### config.mk
export PLATFORM = sky130hd
export DESIGN_NAME = hazard_ctrl_flat
export DESIGN_NICKNAME = d
export VERILOG_FILES = /design/src/rtl/hazard_if.sv /design/src/rtl/hazard_ctrl.sv /design/src/flat_wrapper.sv
export SDC_FILE = /design/constraint.sdc
export NUM_CORES = 1
export LEC_CHECK = 0
export BUFFER_PORTS_ARGS = -buffer_cell sky130_fd_sc_hd__buf_2
export CAP_MARGIN = 20
export CORE_ASPECT_RATIO = 0.75
export CORE_UTILIZATION = 46
export CTS_BUF_LIST = sky130_fd_sc_hd__clkbuf_16
export DETAILED_ROUTE_END_ITERATION = 7
export HOLD_SLACK_MARGIN = 0.08
export PLACE_DENSITY = 0.81
export SYNTH_ARGS = -nofsm -noshare
export SYNTH_HDL_FRONTEND = slang
export SYNTH_SLANG_ARGS = --single-unit
export TNS_END_PERCENT = 20
### constraint.sdc
create_clock -name clk -period 3.1 [get_ports clk]
set_clock_uncertainty 0.1 [all_clocks]
set_input_delay 0.93 -clock clk [delete_from_list [all_inputs] [get_ports clk]]
set_output_delay 0.93 -clock clk [all_outputs]
set_load 0.1 [all_outputs]
### src/rtl/hazard_if.sv
// Handshake bundle between the pipeline datapath and the hazard controller.
// Valid/ready: mem_req_m is the request valid and mem_ready the ready. An
// access completes in any cycle where both are high. The requester holds
// mem_req_m until that cycle, or until the controller gives up waiting.
interface hazard_if #(
  parameter int CNT_WIDTH = 16
) ();
  logic [4:0]           rs1_d;
  logic [4:0]           rs2_d;
  logic [4:0]           rs1_e;
  logic [4:0]           rs2_e;
  logic [4:0]           rd_e;
  logic [1:0]           result_src_e;
  logic                 pc_src_e;
  logic [4:0]           rd_m;
  logic                 reg_write_m;
  logic                 mem_req_m;
  logic                 mem_ready;
  logic [4:0]           rd_w;
  logic                 reg_write_w;
  logic [1:0]           forward_a_e;
  logic [1:0]           forward_b_e;
  logic                 stall_f;
  logic                 stall_d;
  logic                 stall_e;
  logic                 stall_m;
  logic                 flush_d;
  logic                 flush_e;
  logic                 flush_w;
  logic                 mem_err;
  logic [CNT_WIDTH-1:0] stall_cnt;
  logic                 fsm_wait;   // debug: memory FSM is in WAIT

  modport slave (
    input  rs1_d, rs2_d, rs1_e, rs2_e, rd_e, result_src_e, pc_src_e,
           rd_m, reg_write_m, mem_req_m, mem_ready, rd_w, reg_write_w,
    output forward_a_e, forward_b_e, stall_f, stall_d, stall_e, stall_m,
           flush_d, flush_e, flush_w, mem_err, stall_cnt, fsm_wait
  );

  modport master (
    output rs1_d, rs2_d, rs1_e, rs2_e, rd_e, result_src_e, pc_src_e,
           rd_m, reg_write_m, mem_req_m, mem_ready, rd_w, reg_write_w,
    input  forward_a_e, forward_b_e, stall_f, stall_d, stall_e, stall_m,
           flush_d, flush_e, flush_w, mem_err, stall_cnt, fsm_wait
  );
endinterface

### src/rtl/hazard_ctrl.sv
// Hazard and stall controller for the 5-stage pipeline.
// It produces the E-stage forwarding selects, the load-use stall, the branch
// flush and the data-memory wait stall with timeout. It also keeps a sticky
// timeout error flag and a saturating count of PC-stall cycles.
module hazard_ctrl #(
  parameter int MEM_TIMEOUT = 16,
  parameter int CNT_WIDTH   = 16
) (
  input  logic     clk,
  input  logic     rst_n,
  hazard_if.slave  hz
);
  localparam int TW = $clog2(MEM_TIMEOUT);
  localparam logic [TW-1:0] T_LAST = TW'(MEM_TIMEOUT - 1);

  typedef enum logic {ST_IDLE, ST_WAIT} state_t;

  state_t               state_q;
  logic [TW-1:0]        timer_q;
  logic                 err_q;
  logic [CNT_WIDTH-1:0] cnt_q, cnt_d;

  logic load_stall, mem_wait;
  logic stall_f, stall_d, stall_e, stall_m;
  logic flush_d, flush_e, flush_w;

  // M stage beats W stage; x0 is never forwarded.
  function automatic logic [1:0] fwd_sel(input logic [4:0] rs,
                                          input logic [4:0] rd_m,
                                          input logic       rw_m,
                                          input logic [4:0] rd_w,
                                          input logic       rw_w);
    if (rw_m && rd_m != 5'd0 && rd_m == rs)      return 2'b10;
    else if (rw_w && rd_w != 5'd0 && rd_w == rs) return 2'b01;
    else                                         return 2'b00;
  endfunction

  assign hz.forward_a_e = fwd_sel(hz.rs1_e, hz.rd_m, hz.reg_write_m, hz.rd_w, hz.reg_write_w);
  assign hz.forward_b_e = fwd_sel(hz.rs2_e, hz.rd_m, hz.reg_write_m, hz.rd_w, hz.reg_write_w);

  assign load_stall = (hz.result_src_e == 2'b01) && (hz.rd_e != 5'd0) &&
                      ((hz.rd_e == hz.rs1_d) || (hz.rd_e == hz.rs2_d));

  // The stall shows up in the request cycle itself. It drops in the last
  // timer cycle, so a timed-out access stalls for exactly MEM_TIMEOUT cycles.
  assign mem_wait = ((state_q == ST_IDLE) && hz.mem_req_m && !hz.mem_ready) ||
                    ((state_q == ST_WAIT) && !hz.mem_ready && (timer_q != T_LAST));

  // Stall/flush priority: memory wait, then branch, then load-use.
  always_comb begin
    stall_f = 1'b0;
    stall_d = 1'b0;
    stall_e = 1'b0;
    stall_m = 1'b0;
    flush_d = 1'b0;
    flush_e = 1'b0;
    flush_w = 1'b0;
    if (mem_wait) begin
      stall_f = 1'b1;
      stall_d = 1'b1;
      stall_e = 1'b1;
      stall_m = 1'b1;
      flush_w = 1'b1;
    end else if (hz.pc_src_e) begin
      flush_d = 1'b1;
      flush_e = 1'b1;
    end else if (load_stall) begin
      stall_f = 1'b1;
      stall_d = 1'b1;
      flush_e = 1'b1;
    end
  end

  assign hz.stall_f   = stall_f;
  assign hz.stall_d   = stall_d;
  assign hz.stall_e   = stall_e;
  assign hz.stall_m   = stall_m;
  assign hz.flush_d   = flush_d;
  assign hz.flush_e   = flush_e;
  assign hz.flush_w   = flush_w;
  assign hz.mem_err   = err_q;
  assign hz.stall_cnt = cnt_q;
  assign hz.fsm_wait  = (state_q == ST_WAIT);

  // Memory wait FSM with timer and the sticky timeout flag.
  always_ff @(posedge clk or negedge rst_n) begin
    if (!rst_n) begin
      state_q <= ST_IDLE;
      timer_q <= '0;
      err_q   <= 1'b0;
    end else begin
      case (state_q)
        ST_IDLE: begin
          if (hz.mem_req_m && !hz.mem_ready) begin
            state_q <= ST_WAIT;
            timer_q <= '0;
          end
        end
        ST_WAIT: begin
          if (hz.mem_ready) begin
            state_q <= ST_IDLE;
          end else if (timer_q == T_LAST) begin
            state_q <= ST_IDLE;
            err_q   <= 1'b1;
          end else begin
            timer_q <= timer_q + 1'b1;
          end
        end
        default: state_q <= ST_IDLE;
      endcase
    end
  end

  // The counter sticks at all-ones instead of wrapping.
  always_comb begin
    cnt_d = cnt_q;
    if (stall_f && (cnt_q != {CNT_WIDTH{1'b1}})) cnt_d = cnt_q + 1'b1;
  end

  // Register the stall-cycle counter.
  always_ff @(posedge clk or negedge rst_n) begin
    if (!rst_n) cnt_q <= '0;
    else        cnt_q <= cnt_d;
  end
endmodule
### src/flat_wrapper.sv
// flat-port wrapper written by rule: the top's interface ports become plain ports
module hazard_ctrl_flat 
#(
  parameter int MEM_TIMEOUT = 16,
  parameter int CNT_WIDTH   = 16
)
  (clk, rst_n, hz_rs1_d, hz_rs2_d, hz_rs1_e, hz_rs2_e, hz_rd_e, hz_result_src_e, hz_pc_src_e, hz_rd_m, hz_reg_write_m, hz_mem_req_m, hz_mem_ready, hz_rd_w, hz_reg_write_w, hz_forward_a_e, hz_forward_b_e, hz_stall_f, hz_stall_d, hz_stall_e, hz_stall_m, hz_flush_d, hz_flush_e, hz_flush_w, hz_mem_err, hz_stall_cnt, hz_fsm_wait);
  hazard_if #(.CNT_WIDTH(CNT_WIDTH)) hz_i ();
  input  logic clk;
  input  logic rst_n;
  input wire logic [$bits(hz_i.rs1_d)-1:0] hz_rs1_d;
  input wire logic [$bits(hz_i.rs2_d)-1:0] hz_rs2_d;
  input wire logic [$bits(hz_i.rs1_e)-1:0] hz_rs1_e;
  input wire logic [$bits(hz_i.rs2_e)-1:0] hz_rs2_e;
  input wire logic [$bits(hz_i.rd_e)-1:0] hz_rd_e;
  input wire logic [$bits(hz_i.result_src_e)-1:0] hz_result_src_e;
  input wire logic [$bits(hz_i.pc_src_e)-1:0] hz_pc_src_e;
  input wire logic [$bits(hz_i.rd_m)-1:0] hz_rd_m;
  input wire logic [$bits(hz_i.reg_write_m)-1:0] hz_reg_write_m;
  input wire logic [$bits(hz_i.mem_req_m)-1:0] hz_mem_req_m;
  input wire logic [$bits(hz_i.mem_ready)-1:0] hz_mem_ready;
  input wire logic [$bits(hz_i.rd_w)-1:0] hz_rd_w;
  input wire logic [$bits(hz_i.reg_write_w)-1:0] hz_reg_write_w;
  output wire logic [$bits(hz_i.forward_a_e)-1:0] hz_forward_a_e;
  output wire logic [$bits(hz_i.forward_b_e)-1:0] hz_forward_b_e;
  output wire logic [$bits(hz_i.stall_f)-1:0] hz_stall_f;
  output wire logic [$bits(hz_i.stall_d)-1:0] hz_stall_d;
  output wire logic [$bits(hz_i.stall_e)-1:0] hz_stall_e;
  output wire logic [$bits(hz_i.stall_m)-1:0] hz_stall_m;
  output wire logic [$bits(hz_i.flush_d)-1:0] hz_flush_d;
  output wire logic [$bits(hz_i.flush_e)-1:0] hz_flush_e;
  output wire logic [$bits(hz_i.flush_w)-1:0] hz_flush_w;
  output wire logic [$bits(hz_i.mem_err)-1:0] hz_mem_err;
  output wire logic [$bits(hz_i.stall_cnt)-1:0] hz_stall_cnt;
  output wire logic [$bits(hz_i.fsm_wait)-1:0] hz_fsm_wait;
  assign hz_i.rs1_d = hz_rs1_d;
  assign hz_i.rs2_d = hz_rs2_d;
  assign hz_i.rs1_e = hz_rs1_e;
  assign hz_i.rs2_e = hz_rs2_e;
  assign hz_i.rd_e = hz_rd_e;
  assign hz_i.result_src_e = hz_result_src_e;
  assign hz_i.pc_src_e = hz_pc_src_e;
  assign hz_i.rd_m = hz_rd_m;
  assign hz_i.reg_write_m = hz_reg_write_m;
  assign hz_i.mem_req_m = hz_mem_req_m;
  assign hz_i.mem_ready = hz_mem_ready;
  assign hz_i.rd_w = hz_rd_w;
  assign hz_i.reg_write_w = hz_reg_write_w;
  assign hz_forward_a_e = hz_i.forward_a_e;
  assign hz_forward_b_e = hz_i.forward_b_e;
  assign hz_stall_f = hz_i.stall_f;
  assign hz_stall_d = hz_i.stall_d;
  assign hz_stall_e = hz_i.stall_e;
  assign hz_stall_m = hz_i.stall_m;
  assign hz_flush_d = hz_i.flush_d;
  assign hz_flush_e = hz_i.flush_e;
  assign hz_flush_w = hz_i.flush_w;
  assign hz_mem_err = hz_i.mem_err;
  assign hz_stall_cnt = hz_i.stall_cnt;
  assign hz_fsm_wait = hz_i.fsm_wait;
  hazard_ctrl #(.MEM_TIMEOUT(MEM_TIMEOUT), .CNT_WIDTH(CNT_WIDTH)) u_core (.clk(clk), .rst_n(rst_n), .hz(hz_i));
endmodule
==> results of run 1 <==
-- stage by stage --
step / std cells / total power [mW] / area, um2
floorplan: 154 / 0.875 / 1680
global placement: 280 / 1.03 / 2340
detailed placement: 280 / 1.04 / 2340
CTS: 285 / 1.31 / 2460
global route: 285 / 1.39 / 2490
finish: 285 / 1.32 / 2490
-- sequential cells by signal, summed over array words and instances (netlist names) --
register             cells
u_core.hz.mem_err        1
u_core.hz.stall_cnt     16
u_core.timer_q           4
u_core.hz.fsm_wait       1
-- power groups by stage --
stage	Sequential (mW)	Clock (mW)	Combinational [mW]
after global placement	0.392	0	0.634
after CTS	0.390	0.270	0.654
after global routing	0.398	0.294	0.693
final	0.391	0.273	0.661
after detailed placement	0.393	0	0.645
after floorplan	0.657	0	0.219
-- repair_timing --
item	CTS	global route
resized for setup	9	7
endpoints found under the setup margin	7	7
pin swaps	7	0
setup buffers	1	0
-- cell usage in the layout, fill, tap and decap left out, types with 4 or more instances in the layout --
cell / n
xnor2_1: 13
buf_12: 9
buf_2: 60
nand2_1: 5
xnor2_2: 6
buf_4: 21
a22o_1: 4
nand4_1: 9
dfrtp_1: 21
xor2_1: 25
or4_4: 4
nor2_1: 9
nand3_1: 7
nor4_4: 4
-- final cells by class --
cell class	instances	area [um2]	share of cell area (%)
flip-flops and latches	22	552	22.2
multi-input cells	124	1100	44.3
clock inverters	1	3.75	0.151
well taps	38	47.5	1.91
repair buffers	95	702	28.2
clock buffers	3	75.1	3.02
inverters	2	7.51	0.302
-- cell families (layout without fill, tap and decap cells) --
logic type,count (synthesis),in the layout
and+or+nand+nor,55,55
DFF,22,22
adders and majority gates,2,2
xor gates and xnor gates,44,44
buffers and inverters,8,101
muxes,4,4
AOI/OAI and AO/OA,19,19
-- worst paths after layout --
check	start	to	slack [ns]	depth (start not counted)
setup / recovery	hz_rd_m[1]	hz_forward_b_e[0]	-0.28	6
hold / removal	u_core.hz.mem_err$_DFFE_PN0P_	u_core.hz.mem_err$_DFFE_PN0P_	0.37	1
setup reg to reg	u_core.timer_q[0]$_DFFE_PN0P_	u_core.hz.stall_cnt[1]$_DFFE_PN0P_	0.78	7
hold reg to reg	u_core.hz.mem_err$_DFFE_PN0P_	u_core.hz.mem_err$_DFFE_PN0P_	0.37	1
max in group asynchronous	rst_n	u_core.hz.fsm_wait$_DFF_PN0_	2.01	1
min in group asynchronous	rst_n	u_core.hz.mem_err$_DFFE_PN0P_	0.53	1
-- routing by layer --
layer	global-route usage [%]	up-vias	wire length [um]
met4	5.90	0	50
li1	-	735	-
met3	5.70	6	224
met5	0	-	0
met1	34.7	761	1890
met2	45.3	56	2260
==> summary.md, run 1 <==
| Metric | Value |
|---|---|
| Crit path max-delay cell type | or4_4 |
| Post-synth top cells | xor2_1 (25), dfrtp_1 (22), xnor2_1 (19) |
| FP Rows | 17 |
| Pwr/cell area | 532 mW/mm2 |
| Post-CTS Hold Buffers | 0 |
| Worst path cell trace | buf_6 > or4_4 > o21ai_4 > nor4_4 > nor4_4 > buf_12 |
| Worst Path Max Fanout | 2 |
| RSZ-0062 raised after global routing | yes |
| Clk sinks | 22 |
| Area Growth Syn to Fin | 64.5% |
| Multiplexer share of the synthesized area | 2.89% |
| Vias | 1558 |
| # nets final | 294 |
| Post-Synth XOR/XNOR Area | around a quarter |
| Clock latency at the later pin of the worst-skew pair | 0.25 ns |
| Top cell type's share of synthesized area | 36.4% |
| Fmax | 0.296 GHz |
| Max-cap violations | 0 |
| WL per Instance | 15.5 um |
| Mapped Nets | 200 |
| # diodes | 0 |
| Setup Crit Path Kind | in2out |
| First-pass GRT wire length | approximately 6800 um |
| Final Cycle Share | 109% |
| Pins Over Slew Limit | 0 |
| Ratio of cells with drive above 1 in the final layout | 53.8% |
| RePlAce Congestion | 0.744 |
| Data arrival time of the critical path | between 2 and 2.5 ns |
| Post-Synth Simple-Gate Area | 20.7% |
| Largest family of logic cells by synthesized area | XOR/XNOR gates |
| Top FF cell, synth | dfrtp_1 |
| Slew headroom | 54.6% |
| CTS clock-pin slew for the worst setup and hold paths | 0.06 ns |
| Die area | around 0.0035 mm2 |
| # port buffers | 72 |
| Max VDD drop | 0.000907 V |
| TritonCTS clock tree | yes |
| DRT iter0 DRCs | 47 |
| Setup_tns | -1.20 ns |
| Switching Power | 0.636 mW |
| Ys async rst share | 100% |
| Worst Hold Class | reg2reg |
| Clock Power Share | 20.6% |
| Final hold vios | 0 |
| Final setup viols | 7 |
| CTS Root Cell | clkbuf_16 |
| Internal power | 0.688 mW |
| Failing checks | setup timing |
| GRT Overall Usage | 26.7% |
| CP required | 2.07 ns |
| Crit path largest cell delay | 0.54 ns |
| Flop pwr share | 29.5% |
| Post-synth EDFFs | 0 |
| Worst Path Buf+Inv | 2 |
| WL final | 4420 um |
| Outcome | finished, violations left |
| Grt total ovfl | 0 |
| Pre-CTS WS | -0.305 ns |
| Vias in the first global route | 1461 |
| Flops & latches, synth | 22 |
| Hold slack final | between 0.3 and 0.4 ns |
| Delay-heaviest family, CP | simple AND/OR/NAND/NOR gates |
| Synth Area per Inst | a little under 10 um2 |
| Sequential-to-total area share from yosys stat | between 30% and 40% |
| Initial Util | 49.8% |
| Drt first pass iters | 4 |
| Tmin final | ~3.4 ns |
| Antenna Violating Nets Remaining | 0 |
| Cts bufs inserted | 3 |
| Largest net degree at the start of global routing | 23 |
| Post-Synthesis Cells | approximately 150 |
| Fill count | 186 |
| Final Util | between 80% and 90% |
| Combinational fraction of design power | 49.9% |
| Switching share of power | between 40% and 50% |
| Cell repeated most along the worst path | nor4_4 |
| CP startpoint kind | primary input |
| Count of cell types in the netlist | 37 |
| Clock Path Buffers | 2 |
| Yosys top cell by area | dfrtp_1 |
| H-tree Lvls | 1 |
| Ranking of synthesized cells by area | dfrtp_1 (36%), xor2_1 (14%), xnor2_1 (11%) |
| Adder-Cell Fraction of Synth Area | 1.65% |
| Initial antenna violation count | 0 |
| Mapped Area | 0.00151 mm2 |
| Yosys synthesis warning count | 0 |
| Ports | 73 |
| Height of the chip | 51.7 um |
| Most instantiated library cell after synthesis | xor2_1 |
| Worst setup margin | -0.278 ns |
| Setup crit end kind | output pin |
| Remaining DRCs | 0 |
| Static leakage | 1.14 nW |
| Synth Area in Compound Gates | 9.67% |
| DR vias/cell | 5.47 |
| Core Region | 0.00304 mm2 |
| Measured slew at the worst slew-check pin | 0.681 ns |
| HPWL Detailed | 3170 um |
| Chip width | 68.2 um |
Note: power is estimated with default switching activity, not from simulation.
==> run 2: changes to the inputs <==
Settings changed: RECOVER_POWER set to 100.
==> summary.md, run 2 (synthesis gave the netlist of run 1 again) <==
| Metric | Value |
|---|---|
| Post-CTS Hold Buffers | 0 (unchanged) |
| Clock Path Buffers | 2 (unchanged) |
| Height of the chip | 51.7 um (unchanged) |
| Metal-1 WL | 1860 um (-1.5%) |
| Setup Crit Path Kind | in2out |
| WL final | 4410 um (-0.27%) |
| # nets final | 294 (unchanged) |
| CP startpoint kind | primary input |
| Area Growth Syn to Fin | 61.9% |
| Remaining DRCs | 0 (unchanged) |
| Static leakage | 1.06 nW (-7.2%) |
| Most frequent cells in the layout | buf_2 (41), xor2_1 (25), clkbuf_1 (21), dfrtp_1 (21), buf_4 (19) |
| Grt total ovfl | 0 (unchanged) |
| Power, Total | 1.31 mW (-0.99%) |
| Fill count | 204 (+9.7%) |
| Data arrival time of the critical path | 2.35 ns (about the same) |
| Antenna Violating Nets Remaining | 0 (unchanged) |
| Fmax | 0.296 GHz (about the same) |
| Max FFs per register | 16 (unchanged) |
| Final Cycle Share | 109% (about the same) |
| CTS Root Cell | clkbuf_16 |
| First-pass GRT wire length | 6840 um (unchanged) |
| H-tree Lvls | 1 (unchanged) |
| Core Region | 0.00304 mm2 (unchanged) |
| RePlAce Congestion | 0.744 (unchanged) |
| Worst Path Max Fanout | 2 (unchanged) |
| Setup_tns | -1.51 ns (-0.313 ns) |
| Cts bufs inserted | 3 (unchanged) |
| Met2 Wirelength | 2290 um (+1.4%) |
| Hold path depth | 1 (unchanged) |
| Ratio of cells with drive above 1 in the final layout | 44.5% (-9.3 points) |
| Worst setup margin | -0.280 ns (-0.00265 ns) |
| # port buffers | 72 (unchanged) |
| R2R depth | 8 (+1) |
| CTS clock-pin slew for the worst setup and hold paths | 0.06 ns (about the same) |
| Drt first pass iters | 4 (unchanged) |
| WL per Instance | 15.5 um (-0.27%) |
| CP required | 2.07 ns (about the same) |
| Worst reg2reg endpoint | u_core.hz.stall_cnt[6]$_DFFE_PN0P_ |
| Worst hold start | u_core.hz.mem_err$_DFFE_PN0P_ |
| # diodes | 0 (unchanged) |
| Measured slew at the worst slew-check pin | 1.18 ns (+0.502 ns) |
| Outcome | finished, violations left |
| Max-cap violations | 0 (unchanged) |
| R2R setup slack | 0.06 ns (-0.72 ns) |
| TritonCTS clock tree | yes |
| Max layer used | met4 |
| Vias in the first global route | 1461 (unchanged) |
| Setup crit end kind | output pin |
| Chip width | 68.2 um (unchanged) |
| Initial antenna violation count | 0 (unchanged) |
| Initial Util | 49.8% (unchanged) |
| Hold endpoint | u_core.hz.mem_err$_DFFE_PN0P_ |
| Clock latency at the later pin of the worst-skew pair | 0.25 ns (about the same) |
| Final hold vios | 0 (unchanged) |
| HPWL Detailed | 3170 um (unchanged) |
| RSZ-0062 raised after global routing | yes |
| Clk sinks | 22 (unchanged) |
| Met3 Wirelength | 212 um (-5.4%) |
| Ports | 73 (unchanged) |
| Pins Over Slew Limit | 0 (unchanged) |
| Vias | 1541 (-1.1%) |
| Die area | 0.00353 mm2 (unchanged) |
| Worst Hold Class | reg2reg |
| GRT Overall Usage | 26.7% (unchanged) |
| Failing checks | setup timing |
| Largest net degree at the start of global routing | 23 (unchanged) |
| Pwr/cell area | 535 mW/mm2 (+0.58%) |
| Final setup viols | 11 (+4) |
| Max VDD drop | 0.000890 V (-1.8%) |
| FP Rows | 17 (unchanged) |
| DRT iter0 DRCs | 54 (+15%) |
| Commonest non-fill, non-tap cell in the layout | buf_2 |
| FF-to-FF Start | u_core.timer_q[0]$_DFFE_PN0P_ |
| Tmin final | 3.38 ns (+0.00264 ns) |
| Slew headroom | 21.4% (-33 points) |
| DR vias/cell | 5.41 (-1.1%) |
-- run 2: through the flow --
stage	instances	cell area (um2)	util, %	setup WS, ns	hold WS (ns)
after floorplan	154	1680	-	-0.811	0.364
after global placement	280	2340	76.8	-0.278	0.350
after detailed placement	280	2340	76.8	-0.305	0.355
after CTS	285	2460	80.8	-0.262	0.375
after global routing	285	2450	80.6	-0.302	0.390
final	285	2450	80.6	-0.280	0.376
-- run 2: what timing repair did --
item                       in CTS  in global routing
setup buffers                   1                  0
setup endpoints to repair       7                  7
pin swaps                       7                  0
gates resized for setup         9                  7
-- run 2: final cells by class --
cell class                      count  area (um2)  area share, %
Multi-Input combinational cell    124        1090           44.7
Sequential cell                    22         552           22.5
Inverter                            2        7.51          0.306
Clock buffer                        3        75.1           3.06
Clock inverter                      1        3.75          0.153
Tap cell                           38        47.5           1.94
Timing Repair Buffer               95         671           27.4
-- run 2: metal layers --
layer,vias up,GRT usage (%)
li1,735,-
met1,751,34.7
met2,49,45.3
met3,6,5.70
met4,0,5.90
met5,-,0
-- run 2: worst max path at each step --
stage               startpoint           endpoint  slack (ns)  depth (start not counted)
global placement    hz_rd_w[0]  hz_forward_b_e[0]       -0.28                          6
global route        hz_rd_m[2]  hz_forward_b_e[0]       -0.30                          6
finish              hz_rd_m[1]  hz_forward_b_e[0]       -0.28                          6
detailed placement  hz_rd_w[0]  hz_forward_b_e[0]       -0.31                          6
CTS                 hz_rd_m[1]  hz_forward_b_e[0]       -0.26                          6
floorplan           hz_rd_m[1]  hz_forward_a_e[0]       -0.81                          4
-- run 2: where the power goes --
| part | switching, mW | internal, mW |
|---|---|---|
| Combinational | 0.477 | 0.170 |
| Clock | 0.100 | 0.172 |
| Sequential | 0.0594 | 0.333 |
| Total | 0.637 | 0.674 |
-- run 2: worst max-delay path, cell delays in order --
cell and delay, ns:
buf_6 0.09, or4_4 0.54, o21ai_4 0.18, nor4_4 0.07, nor4_4 0.33, buf_12 0.21
==> run 3: changes to the inputs <==
Settings changed: CORE_UTILIZATION 46 to 50, PLACE_DENSITY 0.81 to 0.87.
Clock period 3.1 ns to 4.1 ns, I/O delays scaled along.
==> summary.md, run 3 (synthesis gave the netlist of run 1 again) <==
| Metric | Value |
|---|---|
| # port buffers | 72 (unchanged) |
| Worst Path Max Fanout | 3 (+1) |
| # nets final | 272 (-7.5%) |
| WL per Instance | 13.7 um (-11%) |
| Power, Total | 0.932 mW (-29%) |
| Grt total ovfl | 0 (unchanged) |
| Post-CTS Hold Buffers | 0 (unchanged) |
| Remaining DRCs | 0 (unchanged) |
| Commonest non-fill, non-tap cell in the layout | buf_2 |
| Clock latency at the later pin of the worst-skew pair | 0.25 ns (about the same) |
| Crit path largest cell delay | 0.54 ns (about the same) |
| Clk sinks | 22 (unchanged) |
| Ports | 73 (unchanged) |
| Setup Crit Path Kind | in2out |
| Final Cycle Share | between 90% and 100% |
| Clock Power Share | 21.0% (+0.2 points) |
| DP Area | 0.00204 mm2 (-13%) |
| Worst Hold Class | reg2reg |
| Final Util | 76.1% (-4.5 points) |
| GRT Overall Usage | 24.2% (-2.5 points) |
| Worst setup margin | 0.0631 ns (+0.343 ns) |
| TritonCTS clock tree | yes |
| Initial Util | 55.2% (+5.4 points) |
| Max FFs per register | 16 (unchanged) |
| Design area | 0.00209 mm2 (-15%) |
| Worst path cell trace | buf_2 > or4_4 > o21ai_4 > nor4_2 > nor4_4 > buf_12 |
| Static leakage | 0.882 nW (-17%) |
| CTS clock-pin slew for the worst setup and hold paths | 0.05 ns (about the same) |
| Pre-CTS WS | 0.0832 ns (+0.389 ns) |
| Height of the chip | 49.7 um (-3.9%) |
| Antenna Violating Nets Remaining | 0 (unchanged) |
| Switching share of power | 48.9% (+0.34 points) |
| Chip width | 65.5 um (-4.0%) |
| CP required | 2.77 ns (+0.70 ns) |
| Setup crit end kind | output pin |
| Setup_tns | 0 ns (+1.51 ns) |
| RePlAce Congestion | 0.802 (+7.9%) |
| Crit path max-delay cell type | or4_4 |
| Ratio of cells with drive above 1 in the final layout | 33.0% (-11 points) |
| Internal power | 0.476 mW (-29%) |
| FP Rows | 16 (-1) |
| Initial antenna violation count | 0 (unchanged) |
| # diodes | 0 (unchanged) |
| Cts bufs inserted | 3 (unchanged) |
| Max VDD drop | 0.000736 V (-17%) |
| First-pass GRT wire length | 6060 um (-11%) |
| Final setup viols | 0 (-11) |
| Largest net degree at the start of global routing | 23 (unchanged) |
| Vias | 1399 (-9.2%) |
| Max-cap violations | 1 (+1) |
| Placed insts | 256 (-8.6%) |
| Pins Over Slew Limit | 16 (+16) |
| Combinational fraction of design power | 47.3% (-2.0 points) |
| Data arrival time of the critical path | 2.71 ns (+0.36 ns) |
| Slew headroom | -21.8% (-43 points) |
| CTS Root Cell | clkbuf_16 |
| Die area | 0.00325 mm2 (-7.7%) |
| Most frequent cells in the layout | buf_2 (40), xor2_1 (25), dfrtp_1 (22) |
| Flop pwr share | 31.6% (+1.7 points) |
| Final hold vios | 0 (unchanged) |
| Switching Power | 0.456 mW (-28%) |
| H-tree Lvls | 1 (unchanged) |
| Pwr/cell area | 447 mW/mm2 (-17%) |
| Finished Layout Cells | 260 (-8.8%) |
| WL final | 3570 um (-19%) |
| DR vias/cell | 5.38 (-0.49%) |
| DRT iter0 DRCs | 51 (-5.6%) |
| Fmax | 0.248 GHz |
| Clock Path Buffers | 2 (unchanged) |
| Measured slew at the worst slew-check pin | 1.81 ns (+0.624 ns) |
| CP startpoint kind | primary input |
| Tmin final | 4.04 ns |
| Area Growth Syn to Fin | 37.9% |
| Vias in the first global route | 1286 (-12%) |
| Drt first pass iters | 4 (unchanged) |
| RSZ-0062 raised after global routing | yes |
| Core Region | 0.00274 mm2 (-9.8%) |
| Outcome | finished, violations left |
| HPWL Detailed | 2800 um (-12%) |
| Hold slack final | 0.387 ns (+0.0117 ns) |
| Failing checks | capacitance limit, slew limit |
run 3: cell type report:
cell class	count	area (um2)
flip-flops and latches	22	551
clock buffers	3	75.1
inverters	2	7.51
well taps	36	45.0
repair buffers	73	417
fillers	215	656
multi-input cells	124	992
run 3: power groups by stage:
stage | registers, mW | clock network (mW) | logic (mW)
2_1_floorplan | 0.496 | 0 | 0.157
3_3_place_gp | 0.296 | 0 | 0.449
3_5_place_dp | 0.296 | 0 | 0.453
4_1_cts | 0.294 | 0.198 | 0.454
5_1_grt | 0.301 | 0.210 | 0.465
6_report | 0.295 | 0.196 | 0.441
run 3: timing repair:
action,4_1_cts,5_1_grt
gates resized for setup,0,1
endpoints found under the setup margin,0,3
buffers inserted,0,1
run 3: worst paths after layout:
check / cells past startpoint / from / endpoint / slack (ns)
max: 6 / hz_rd_m[1] / hz_forward_b_e[0] / 0.06
min: 1 / u_core.hz.mem_err$_DFFE_PN0P_ / u_core.hz.mem_err$_DFFE_PN0P_ / 0.39
max reg2reg: 7 / u_core.hz.stall_cnt[0]$_DFFE_PN0P_ / u_core.hz.stall_cnt[10]$_DFFE_PN0P_ / 0.88
min reg2reg: 1 / u_core.hz.mem_err$_DFFE_PN0P_ / u_core.hz.mem_err$_DFFE_PN0P_ / 0.39
max in group asynchronous: 1 / rst_n / u_core.hz.stall_cnt[12]$_DFFE_PN0P_ / 2.12
min in group asynchronous: 1 / rst_n / u_core.timer_q[0]$_DFFE_PN0P_ / 1.09
run 3: per-layer routing:
layer | share of wire [%] | routed length (um) | global-route usage, % | vias up
met5 | 0 | 0 | 0 | -
met2 | 46 | 1630 | 38.3 | 44
met4 | 0.22 | 8 | 2.17 | 0
met1 | 48 | 1720 | 35.6 | 662
li1 | - | - | - | 691
met3 | 5.8 | 208 | 4.86 | 2
run 3: worst max-delay path, delay by kind of cell:
kind | cells | cell delay (ns)
AOI/OAI and AO/OA | 1 | 0.16
buffers and inverters | 2 | 0.34
and+or+nand+nor | 3 | 0.97
